==> src/rtl/key_debounce_pkg.sv <==
// Shared types and widths for the push-button debouncer.
package key_debounce_pkg;

    localparam int KEY_PERIOD_W = 25;
    localparam int KEY_HOLD_W   = 27;

    typedef enum logic [1:0] {
        IDLE       = 2'd0,
        PRESS_WAIT = 2'd1,
        PRESSED    = 2'd2,
        REL_WAIT   = 2'd3
    } key_state_t;

endpackage

==> src/rtl/sync2_ff.sv <==
// Two-flop synchronizer for a single asynchronous input, with selectable reset value.
module sync2_ff #(
    parameter logic RST_VAL = 1'b1
) (
    input  logic clock,
    input  logic reset_n,
    input  logic d,
    output logic q
);

    logic sync1_q;
    logic sync2_q;

    always_ff @(posedge clock or negedge reset_n) begin
        if (!reset_n) begin
            sync1_q <= RST_VAL;
            sync2_q <= RST_VAL;
        end else begin
            sync1_q <= d;
            sync2_q <= sync1_q;
        end
    end

    assign q = sync2_q;

endmodule

==> src/rtl/key_debounce.sv <==
// Debounces an active-low push-button and emits press/release (and optional long-press) strobes.
// Optional long-press detection is enabled by defining KEY_LONG_PRESS_EN.
module key_debounce
    import key_debounce_pkg::*;
#(
    parameter int unsigned LONG_CYCLES = 125_000_000
) (
    input  logic                    clock,
    input  logic                    reset_n,
    input  logic                    key_n,
    input  logic [KEY_PERIOD_W-1:0] period,
    output logic                    pressed,
    output logic                    press_pulse,
    output logic                    release_pulse,
    output logic                    long_pulse
);

    logic key_s;

    sync2_ff #(.RST_VAL(1'b1)) u_key_sync (
        .clock   (clock),
        .reset_n (reset_n),
        .d       (key_n),
        .q       (key_s)
    );

    key_state_t              state_q, state_d;
    logic [KEY_PERIOD_W-1:0] cnt_q, cnt_d;
    logic                    pressed_q, pressed_d;
    logic                    press_pulse_q, press_pulse_d;
    logic                    release_pulse_q, release_pulse_d;

    // cnt only increments while below period, so it can never wrap;
    // a lowered period is caught by the >= on the next cycle.
    always_comb begin
        state_d         = state_q;
        cnt_d           = cnt_q;
        pressed_d       = pressed_q;
        press_pulse_d   = 1'b0;
        release_pulse_d = 1'b0;
        case (state_q)
            IDLE: begin
                if (!key_s) begin
                    state_d = PRESS_WAIT;
                    cnt_d   = '0;
                end
            end
            PRESS_WAIT: begin
                if (key_s) begin
                    state_d = IDLE;
                end else if (cnt_q >= period) begin
                    state_d       = PRESSED;
                    pressed_d     = 1'b1;
                    press_pulse_d = 1'b1;
                end else begin
                    cnt_d = cnt_q + KEY_PERIOD_W'(1);
                end
            end
            PRESSED: begin
                if (key_s) begin
                    state_d = REL_WAIT;
                    cnt_d   = '0;
                end
            end
            REL_WAIT: begin
                if (!key_s) begin
                    state_d = PRESSED;
                end else if (cnt_q >= period) begin
                    state_d         = IDLE;
                    pressed_d       = 1'b0;
                    release_pulse_d = 1'b1;
                end else begin
                    cnt_d = cnt_q + KEY_PERIOD_W'(1);
                end
            end
            default: state_d = IDLE;
        endcase
    end

    always_ff @(posedge clock or negedge reset_n) begin
        if (!reset_n) begin
            state_q         <= IDLE;
            cnt_q           <= '0;
            pressed_q       <= 1'b0;
            press_pulse_q   <= 1'b0;
            release_pulse_q <= 1'b0;
        end else begin
            state_q         <= state_d;
            cnt_q           <= cnt_d;
            pressed_q       <= pressed_d;
            press_pulse_q   <= press_pulse_d;
            release_pulse_q <= release_pulse_d;
        end
    end

    assign pressed       = pressed_q;
    assign press_pulse   = press_pulse_q;
    assign release_pulse = release_pulse_q;

`ifdef KEY_LONG_PRESS_EN
    localparam logic [KEY_HOLD_W-1:0] LONG_SAT  = KEY_HOLD_W'(LONG_CYCLES);
    localparam logic [KEY_HOLD_W-1:0] LONG_LAST = KEY_HOLD_W'(LONG_CYCLES - 1);

    logic [KEY_HOLD_W-1:0] hold_q, hold_d;
    logic                  long_pulse_q, long_pulse_d;

    // Hold time survives release bounces (REL_WAIT -> PRESSED); saturation
    // makes the strobe one-shot, and a same-cycle release suppresses it.
    always_comb begin
        hold_d       = hold_q;
        long_pulse_d = 1'b0;
        if (press_pulse_d) begin
            hold_d = '0;
        end else if (state_q == PRESSED || state_q == REL_WAIT) begin
            if (hold_q != LONG_SAT)
                hold_d = hold_q + KEY_HOLD_W'(1);
            long_pulse_d = (hold_q == LONG_LAST) && !release_pulse_d;
        end
    end

    always_ff @(posedge clock or negedge reset_n) begin
        if (!reset_n) begin
            hold_q       <= '0;
            long_pulse_q <= 1'b0;
        end else begin
            hold_q       <= hold_d;
            long_pulse_q <= long_pulse_d;
        end
    end

    assign long_pulse = long_pulse_q;
`else
    logic unused_long_cfg;
    assign unused_long_cfg = ^LONG_CYCLES;
    assign long_pulse      = 1'b0;
`endif

endmodule

==> config.mk <==
export PLATFORM = sky130hd
export DESIGN_NAME = key_debounce
export DESIGN_NICKNAME = d
export VERILOG_FILES = /design/src/rtl/key_debounce_pkg.sv /design/src/rtl/sync2_ff.sv /design/src/rtl/key_debounce.sv
export SDC_FILE = /design/constraint.sdc
export NUM_CORES = 1
export LEC_CHECK = 0
export ABC_CLOCK_PERIOD_IN_PS = 3500
export BUFFER_PORTS_ARGS = -buffer_cell sky130_fd_sc_hd__buf_2
export CORE_ASPECT_RATIO = 1.4
export CORE_MARGIN = 2
export CORE_UTILIZATION = 30
export CTS_CLUSTER_DIAMETER = 30
export DETAILED_ROUTE_END_ITERATION = 10
export RECOVER_POWER = 100
export SYNTH_ARGS = -nofsm -noshare
export SYNTH_HDL_FRONTEND = slang
export SYNTH_SLANG_ARGS = --single-unit
==> constraint.sdc <==
create_clock -name clock -period 3.5 [get_ports clock]
set_input_delay 0.7 -clock clock [delete_from_list [all_inputs] [get_ports clock]]
set_output_delay 0.7 -clock clock [all_outputs]
set_load 0.005 [all_outputs]
==> results of run 1 <==
## synth_stat cells, types with 2 or more instances
master,number
or4_1,5
o211ai_1,5
or3_1,7
dfstp_2,2
o311ai_0,4
nand4_1,14
nand3_1,18
a21boi_0,2
and2_1,3
nand4_4,2
a41oi_1,3
nor3b_1,2
mux2i_1,2
inv_1,34
and3_1,8
nand2_1,39
dfrtp_1,30
buf_2,5
ha_1,26
nor4_1,5
o21ai_0,8
a21oi_1,22
clkbuf_1,10
nor3_1,20
a31oi_1,5
a211o_1,2
nor2_1,15
## routing by layer
layer,up-vias,GRT usage,part of all wire
met5,-,0,0
li1,1264,-,-
met3,17,0.0235,0.037
met1,1198,0.167,0.42
met2,60,0.263,0.50
met4,0,0.0785,0.039
## logic make-up (layout without fill, tap and decap cells)
kind of cell    Yosys count  count (layout)
simple gates            147             147
compound gates           66              66
buf+inv                  51              80
flops                    32              32
fa+ha+maj                26              26
mux                       3               3
xor+xnor                  2               2
other cells               1               1
## registers in the layout, indices dropped and copies added, names as in the netlist, named ones only
name and cells:
state_q 1, release_pulse 1, cnt_q 25, pressed 1, press_pulse 1, u_key_sync.q 1, u_key_sync.sync1_q 1
## cell type report
type,count,area (um2),area share
clock inverters,3,23.8,0.00780
well taps,105,131,0.0431
flip-flops and latches,32,803,0.264
inverters,34,128,0.0419
clock buffers,5,125,0.0411
multi-input cells,245,1640,0.538
repair buffers,38,196,0.0644
## worst paths after layout
kind	start	endpoint	slack [ns]	depth (start not counted)
hold / removal	u_key_sync.sync1_q	u_key_sync.q	0.36	0
hold reg to reg	u_key_sync.sync1_q	u_key_sync.q	0.36	0
max in group asynchronous	reset_n	cnt_q[17]	1.48	1
min in group asynchronous	reset_n	cnt_q[9]	0.92	1
setup reg to reg	cnt_q[22]	pressed	0.60	7
setup / recovery	period[24]	pressed	0.52	9
## report_power, final
part | total [mW] | switching [mW] | leakage [nW] | internal [mW]
logic | 0.832 | 0.525 | 0.891 | 0.307
clock network | 0.447 | 0.182 | 0.0660 | 0.265
registers | 0.653 | 0.170 | 0.416 | 0.482
## metrics by stage
step / util / cells / hold WS [ns] / setup WS, ns / power, mW
after CTS: 0.360 / 462 / 0.358 / 0.554 / 1.97
after floorplan: - / 328 / 0.345 / 0.847 / 1.24
after global routing: 0.354 / 462 / 0.367 / 0.256 / 2.10
after global placement: 0.342 / 454 / 0.348 / 0.353 / 1.48
final: 0.354 / 462 / 0.356 / 0.519 / 1.93
after detailed placement: 0.342 / 454 / 0.349 / 0.255 / 1.51
## cell usage in the layout (no fill, tap or decap), types with 7 or more instances in the layout
master | Yosys | routed
a21oi_1 | 22 | 22
and3_1 | 8 | 8
buf_2 | 5 | 28
dfrtp_1 | 30 | 30
ha_1 | 26 | 26
inv_1 | 34 | 34
nand2_1 | 39 | 39
nand3_1 | 18 | 18
nand4_1 | 14 | 16
nor2_1 | 15 | 15
nor3_1 | 20 | 20
o21ai_0 | 8 | 9
or3_1 | 7 | 7
==> metrics.yaml, run 1 <==
clock_network:
  cts-resized-gates: 0
  cts_hold_buf: 0
  clock_sinks: 32
  tritoncts.num_buffers: 5
  clockRootBuffer: "clkbuf_16"
  htreeDepth: 2
  cts_buffer_depth: 2
  clkSlewWorstSetupHoldPaths_ns: 0.06
  cts_setup_buffers: 0
  clock_latency_ns: 0.29
  cts_tree: "done"
yosys:
  synthAdderAreaFrac: 0.122
  synth-xor-area-share: 0.00655
  synth_simple_gate_area_frac: 0.302
  yosys_warnings: 0
  muxShareOfSynthArea: 0.0117
  syn_area_um2: 2670
  synth.area.top_cells: "dfrtp_1, ha_1, nand2_1"
  synth_top_area_share: 0.281
  synth_compound_area_frac: 0.180
  ys_ff_latch: 32
  synth_edf_count: 0
  synth_top_family_by_area: "simple AND/OR/NAND/NOR gates"
  syn_area_per_cell_um2: 8.15
  synth_cell_types: 57
  synth_seq_area_share: 0.301
  ys.flop_type: "dfrtp_1"
  synthCells: 328
  synth_top_cell_by_area: "dfrtp_1"
  synth_async_sr_flop_share: 1.00
  syn-num-nets: 382
route:
  drtPass1Iterations: 4
  wl_mm: 6.70
  ant_nets: 0
  via_count: 2539
  wl_per_cell_um: 14.5
  drc_errors: 0
  drt_iter0_drc: 134
  viasPerCell: 5.50
critical_path:
  crit_chain: "buf_2, inv_1, ha_1, nand4_1, nor4_2, o311ai_2, and2_1, a2111oi_2, a211o_1"
  required_ns: 3.73
  crit_type: "input port to flop"
  critical_path.max_fanout: 20
  max_stage_delay_ns: 0.53
  cp-end-kind: "flop"
  crit_slowest_cell: "a2111oi_2"
  startpoint_type: "input port"
  cp_top_family: "simple AND/OR/NAND/NOR gates"
  cp_data_arrival_time_ns: 3.21
  crit_buf_inv: 2
grt:
  grt-ovfl-total: 0
  first_global_vias: 2462
  grt_pass1_wl_mm: 11.5
  antenna_found_initial: 0
  grtUsageTotal: 0.146
  grt_start_max_net_pins: 33
power:
  leakage_nw: 1.37
  vdd_drop_max_mv: 0.259
  p_per_area_nw_per_um2: 634
outcome:
  status: "finished with violations"
  failed_checks: "capacitance limit, slew limit"
floorplanning:
  dieArea_um2: 9690
  core-area_um2: 8610
  die_x_um: 83.8
  io_pins: 32
  die_h_um: 116
  num_rows: 40
  initial_core_util: 0.310
layout:
  fin_nets: 410
  drive_above_1_share: 0.154
  fillers: 912
  area_growth_pct: 14.0
  diodes: 0
  final_area_um2: 3050
hold_path:
  min_path_type: "flop to flop"
placement:
  placed_cell_area_um2: 2950
  place.port_buffers: 30
  dpl.hpwl_mm: 4.87
  gp_congestion: 0.775
sta:
  slew_viol_final: 33
  period_share: 0.852
  finalCriticalPeriod_ns: 2.98
  hold_viol: 0
  slew_headroom: -0.258
  rsz0062_at_grt: "false"
  setup-tns-final_ns: 0
  max_freq_ghz: 0.335
  finalSetupViolCount: 0
  worst_pin_slew_ns: 1.89
  finClkSkew_ns: 0.00423
flow_run:
  maxCapViolCount: 1
Power figures use the tool's default switching activity.
==> run 2: changes to the inputs <==
==> constraint.sdc (replaced) <==
create_clock -name clock -period 3.5 [get_ports clock]
set_input_delay 0.175 -clock clock [delete_from_list [all_inputs] [get_ports clock]]
set_output_delay 0.175 -clock clock [all_outputs]
set_load 0.005 [all_outputs]
==> run 2 against run 1 <==
- the flow still finishes with violations (capacitance limit, slew limit)
- maximum frequency fell by 0.35%
- sequential share of layout area barely moved
- utilization rose by 0.058 points
- setup slack got worse by 0.010 ns
- sequential cell count unchanged
- final cell count down 0.22%
- combinational power up 0.7%
==> metrics.yaml, run 2 (synthesis gave the netlist of run 1 again) <==
outcome:
  status: "finished with violations"
  failed_checks: "capacitance limit, slew limit"
layout:
  diodes: 0
  largest_register_ffs: 25
  layout_common_cells: "nand2_1, inv_1, dfrtp_1"
  drive_above_1_share: 0.146
  fillers: 918
  regArea_um2: 803
  area_growth_pct: 14.2
  multiInputGateArea_um2: 1630
  regMostFlops: "cnt_q"
  fin_nets: 409
  final_common_cell: "nand2_1"
power:
  p_switching_uw: 862
  seq_power_share: 0.328
  clkPwrFrac: 0.251
  vdd_drop_max_mv: 0.247
  combPwrFrac: 0.421
  p_per_area_nw_per_um2: 653
  swShare: 0.433
  leakage_nw: 1.41
  internal_power_mw: 1.13
placement:
  gp_congestion: 0.798
  dpl.hpwl_mm: 4.86
  place.port_buffers: 30
sta:
  finalSetupViolCount: 0
  max_freq_ghz: 0.334
  hold_viol: 0
  holdWs_ns: 0.354
  worst_pin_slew_ns: 1.87
  finClkSkew_ns: 0.00864
  finalCriticalPeriod_ns: 2.99
  slew_viol_final: 33
  setup-tns-final_ns: 0
  slew_headroom: -0.248
  period_share: 0.855
  rsz0062_at_grt: "false"
route:
  wl_mm: 6.77
  wl_per_cell_um: 14.7
  drt_iter0_drc: 214
  viasPerCell: 5.46
  drtPass1Iterations: 4
  drc_errors: 0
  ant_nets: 0
  via_count: 2518
grt:
  antenna_found_initial: 0
  first_global_vias: 2508
  grt_start_max_net_pins: 33
  grtUsageTotal: 0.149
  grt_pass1_wl_mm: 11.7
  grt-ovfl-total: 0
floorplanning:
  die_x_um: 83.8
  core-area_um2: 8610
  io_pins: 32
  dieArea_um2: 9690
  num_rows: 40
  die_h_um: 116
  initial_core_util: 0.310
clock_network:
  tritoncts.num_buffers: 5
  cts_buffer_depth: 2
  cts_tree: "done"
  clock_latency_ns: 0.28
  htreeDepth: 2
  clock_sinks: 32
  clockRootBuffer: "clkbuf_16"
  clkSlewWorstSetupHoldPaths_ns: 0.06
critical_path:
  crit_type: "flop to flop"
  cp_top_family: "simple AND/OR/NAND/NOR gates"
  cp-end-kind: "flop"
  critical_path.max_fanout: 20
  max_stage_delay_ns: 0.55
  startpoint_type: "flop"
  path_depth: 7
  crit_slowest_cell: "a2111oi_2"
  crit_chain: "ha_1, nand4_1, nor4_1, o311ai_2, and2_1, a2111oi_2, a211o_1"
  required_ns: 3.72
  cp_data_arrival_time_ns: 3.21
  crit_buf_inv: 0
  worstRegToRegCells: 7
hold_path:
  holdPathStages: 0
  min_path_type: "flop to flop"
flow_run:
  maxCapViolCount: 1
[run 2: cell count changes in the layout (fill, tap and decap cells not counted), sizes merged]
cell / delta
buf: -1
dlygate4sd3: +1
bufinv: +1
clkinvlp: -2
[run 2: worst register-to-register path, delay by kind of cell (launching register included)]
family | cells | cell delay, ns
adders and majority gates | 1 | 0.32
and+or+nand+nor | 3 | 1.23
AOI/OAI and AO/OA | 3 | 0.94
DFF | 1 | 0.43
[run 2: layout make-up]
cell class | count | area share
inverter | 34 | 0.0418
clock inverter | 2 | 0.0115
tap | 105 | 0.0430
multi-input combinational | 245 | 0.534
timing repair buffer | 37 | 0.0648
sequential | 32 | 0.263
clock buffer | 6 | 0.0422
[run 2: worst paths after layout]
path / start / end / slack [ns]
worst min register to register: u_key_sync.sync1_q / u_key_sync.q / 0.35
worst max-delay path: cnt_q[22] / pressed / 0.51
worst max register to register: cnt_q[22] / pressed / 0.51
worst min-delay path: u_key_sync.sync1_q / u_key_sync.q / 0.35
min in group asynchronous: reset_n / cnt_q[10] / 0.40
max in group asynchronous: reset_n / cnt_q[12] / 2.01
[run 2: layer usage]
metal  vias to the layer above  global-route usage  wire (um)
li1                       1265                   -          -
met1                      1199               0.174       2930
met2                        44               0.267       3470
met3                        10              0.0228        192
met4                         0              0.0742        175
met5                         -                   0          0
[run 2: through the flow]
stage | instance area [um2] | cells | setup WS (ns) | util | total power, mW
2_1_floorplan | 2670 | 328 | 1.18 | - | 1.24
3_3_place_gp | 2930 | 452 | 0.699 | 0.341 | 1.48
3_5_place_dp | 2930 | 452 | 0.630 | 0.341 | 1.51
4_1_cts | 3110 | 461 | 0.620 | 0.361 | 2.02
5_1_grt | 3050 | 461 | 0.273 | 0.355 | 2.16
6_report | 3050 | 461 | 0.508 | 0.355 | 1.99
[run 2: power by group through the flow]
stage | Clock, mW | Sequential [mW] | Combinational [mW]
finish | 0.501 | 0.654 | 0.838
global placement | 0 | 0.655 | 0.827
detailed placement | 0 | 0.658 | 0.856
floorplan | 0 | 0.608 | 0.633
global route | 0.519 | 0.677 | 0.964
CTS | 0.510 | 0.653 | 0.858
[run 2: repair_timing]
action                     in CTS  in global routing
hold endpoints to repair        1                  0
setup buffers                   0                  0
resized for setup               0                  0
setup endpoints to repair       0                  0
hold buffers                    1                  0
==> run 3: changes to the inputs <==
CORE_MARGIN = 8   (was 2)
==> run 3 against run 2 <==
- the flow still finishes with violations (capacitance limit, slew limit)
- via count decreased by 0.16%
- power rose by 0.69%
- final cell count down 0.22%
- sequential cell count is the same
- setup slack worse by 0.061 ns
==> metrics.yaml, run 3 (synthesis gave the netlist of run 1 again) <==
outcome:
  status: "finished with violations"
  failed_checks: "capacitance limit, slew limit"
layout:
  multiInputGateArea_um2: 1640
  final_area_um2: 3060
  regArea_um2: 803
  fillers: 914
  layout_common_cells: "nand2_1, inv_1, dfrtp_1"
  fin_cells: 460
  regMostFlops: "cnt_q"
  diodes: 0
  fin_nets: 408
  largest_register_ffs: 25
  area_growth_pct: 14.4
  utilization: 0.355
  final_common_cell: "nand2_1"
  drive_above_1_share: 0.149
sta:
  slew_headroom: -0.243
  max_freq_ghz: 0.328
  fin_ws_ns: 0.447
  setup-tns-final_ns: 0
  finalSetupViolCount: 0
  worst_pin_slew_ns: 1.87
  hold_viol: 0
  rsz0062_at_grt: "false"
  period_share: 0.872
  holdWs_ns: 0.355
  slew_viol_final: 33
  finClkSkew_ns: 0.00505
  finalCriticalPeriod_ns: 3.05
floorplanning:
  die_h_um: 128
  dieArea_um2: 12200
  num_rows: 40
  initial_core_util: 0.310
  die_x_um: 95.8
  core-area_um2: 8610
  io_pins: 32
placement:
  gp_congestion: 0.768
  dp_slack_ns: 0.556
  dpl.hpwl_mm: 5.02
  placed_cell_area_um2: 2930
  place.port_buffers: 30
  dp.cells: 451
clock_network:
  clock_latency_ns: 0.28
  cts_setup_buffers: 0
  htreeDepth: 2
  tritoncts.num_buffers: 5
  clockRootBuffer: "clkbuf_16"
  cts_buffer_depth: 2
  clkSlewWorstSetupHoldPaths_ns: 0.06
  clock_sinks: 32
  cts_tree: "done"
grt:
  grt_start_max_net_pins: 44
  grt_pass1_wl_mm: 12.0
  antenna_found_initial: 0
  first_global_vias: 2521
  grtUsageTotal: 0.123
  grt-ovfl-total: 0
power:
  total_power_mw: 2.01
  vdd_drop_max_mv: 0.200
  leakage_nw: 1.41
  p_per_area_nw_per_um2: 656
route:
  wl_per_cell_um: 15.3
  via_count: 2514
  drt_iter0_drc: 183
  wl_mm: 7.05
  drtPass1Iterations: 4
  drc_errors: 0
  ant_nets: 0
  viasPerCell: 5.47
critical_path:
  required_ns: 3.72
  startpoint_type: "flop"
  crit_type: "flop to flop"
  cp_data_arrival_time_ns: 3.27
  cp-end-kind: "flop"
  critical_path.max_fanout: 10
flow_run:
  maxCapViolCount: 1
hold_path:
  min_path_type: "flop to flop"
==> run 3: timing repair <==
| item | CTS | global route |
|---|---|---|
| hold endpoints to repair | 1 | 0 |
| hold buffers | 1 | 0 |
| gates resized for setup | 0 | 0 |
==> run 3: final cells by class <==
type / instances / area share
clock buffers: 5 / 0.0409
inverters: 34 / 0.0417
well taps: 105 / 0.0430
clock inverters: 3 / 0.0139
multi-input cells: 245 / 0.535
repair buffers: 36 / 0.0630
flip-flops and latches: 32 / 0.263
==> run 3: critical path, stage by stage (launching register included) <==
cell	delay, ns
dfrtp_1	0.46
ha_1	0.33
a21oi_1	0.14
o21ai_0	0.16
a2111oi_0	0.58
nand4_1	0.57
or4_1	0.64
nand3_1	0.09
==> run 3: path summary, 6_finish.rpt <==
kind,from,to,slack [ns],depth (start not counted)
setup / recovery,cnt_q[10],cnt_q[14],0.45,7
hold / removal,u_key_sync.sync1_q,u_key_sync.q,0.35,0
setup reg to reg,cnt_q[10],cnt_q[14],0.45,7
hold reg to reg,u_key_sync.sync1_q,u_key_sync.q,0.35,0
max in group asynchronous,reset_n,cnt_q[18],2.02,1
min in group asynchronous,reset_n,cnt_q[9],0.40,1
==> run 3: power breakdown <==
group	total (mW)	internal, mW	switching, mW
Combinational	0.847	0.314	0.533
Sequential	0.652	0.483	0.170
Clock	0.507	0.334	0.173
==> run 3: layer usage <==
metal | wire length, um | vias to the layer above | global-route usage | part of all wire
met2 | 3610 | 38 | 0.209 | 0.51
met1 | 3030 | 1205 | 0.140 | 0.43
met5 | 0 | - | 0 | 0
li1 | - | 1259 | - | -
met3 | 193 | 12 | 0.0199 | 0.027
met4 | 212 | 0 | 0.0699 | 0.030
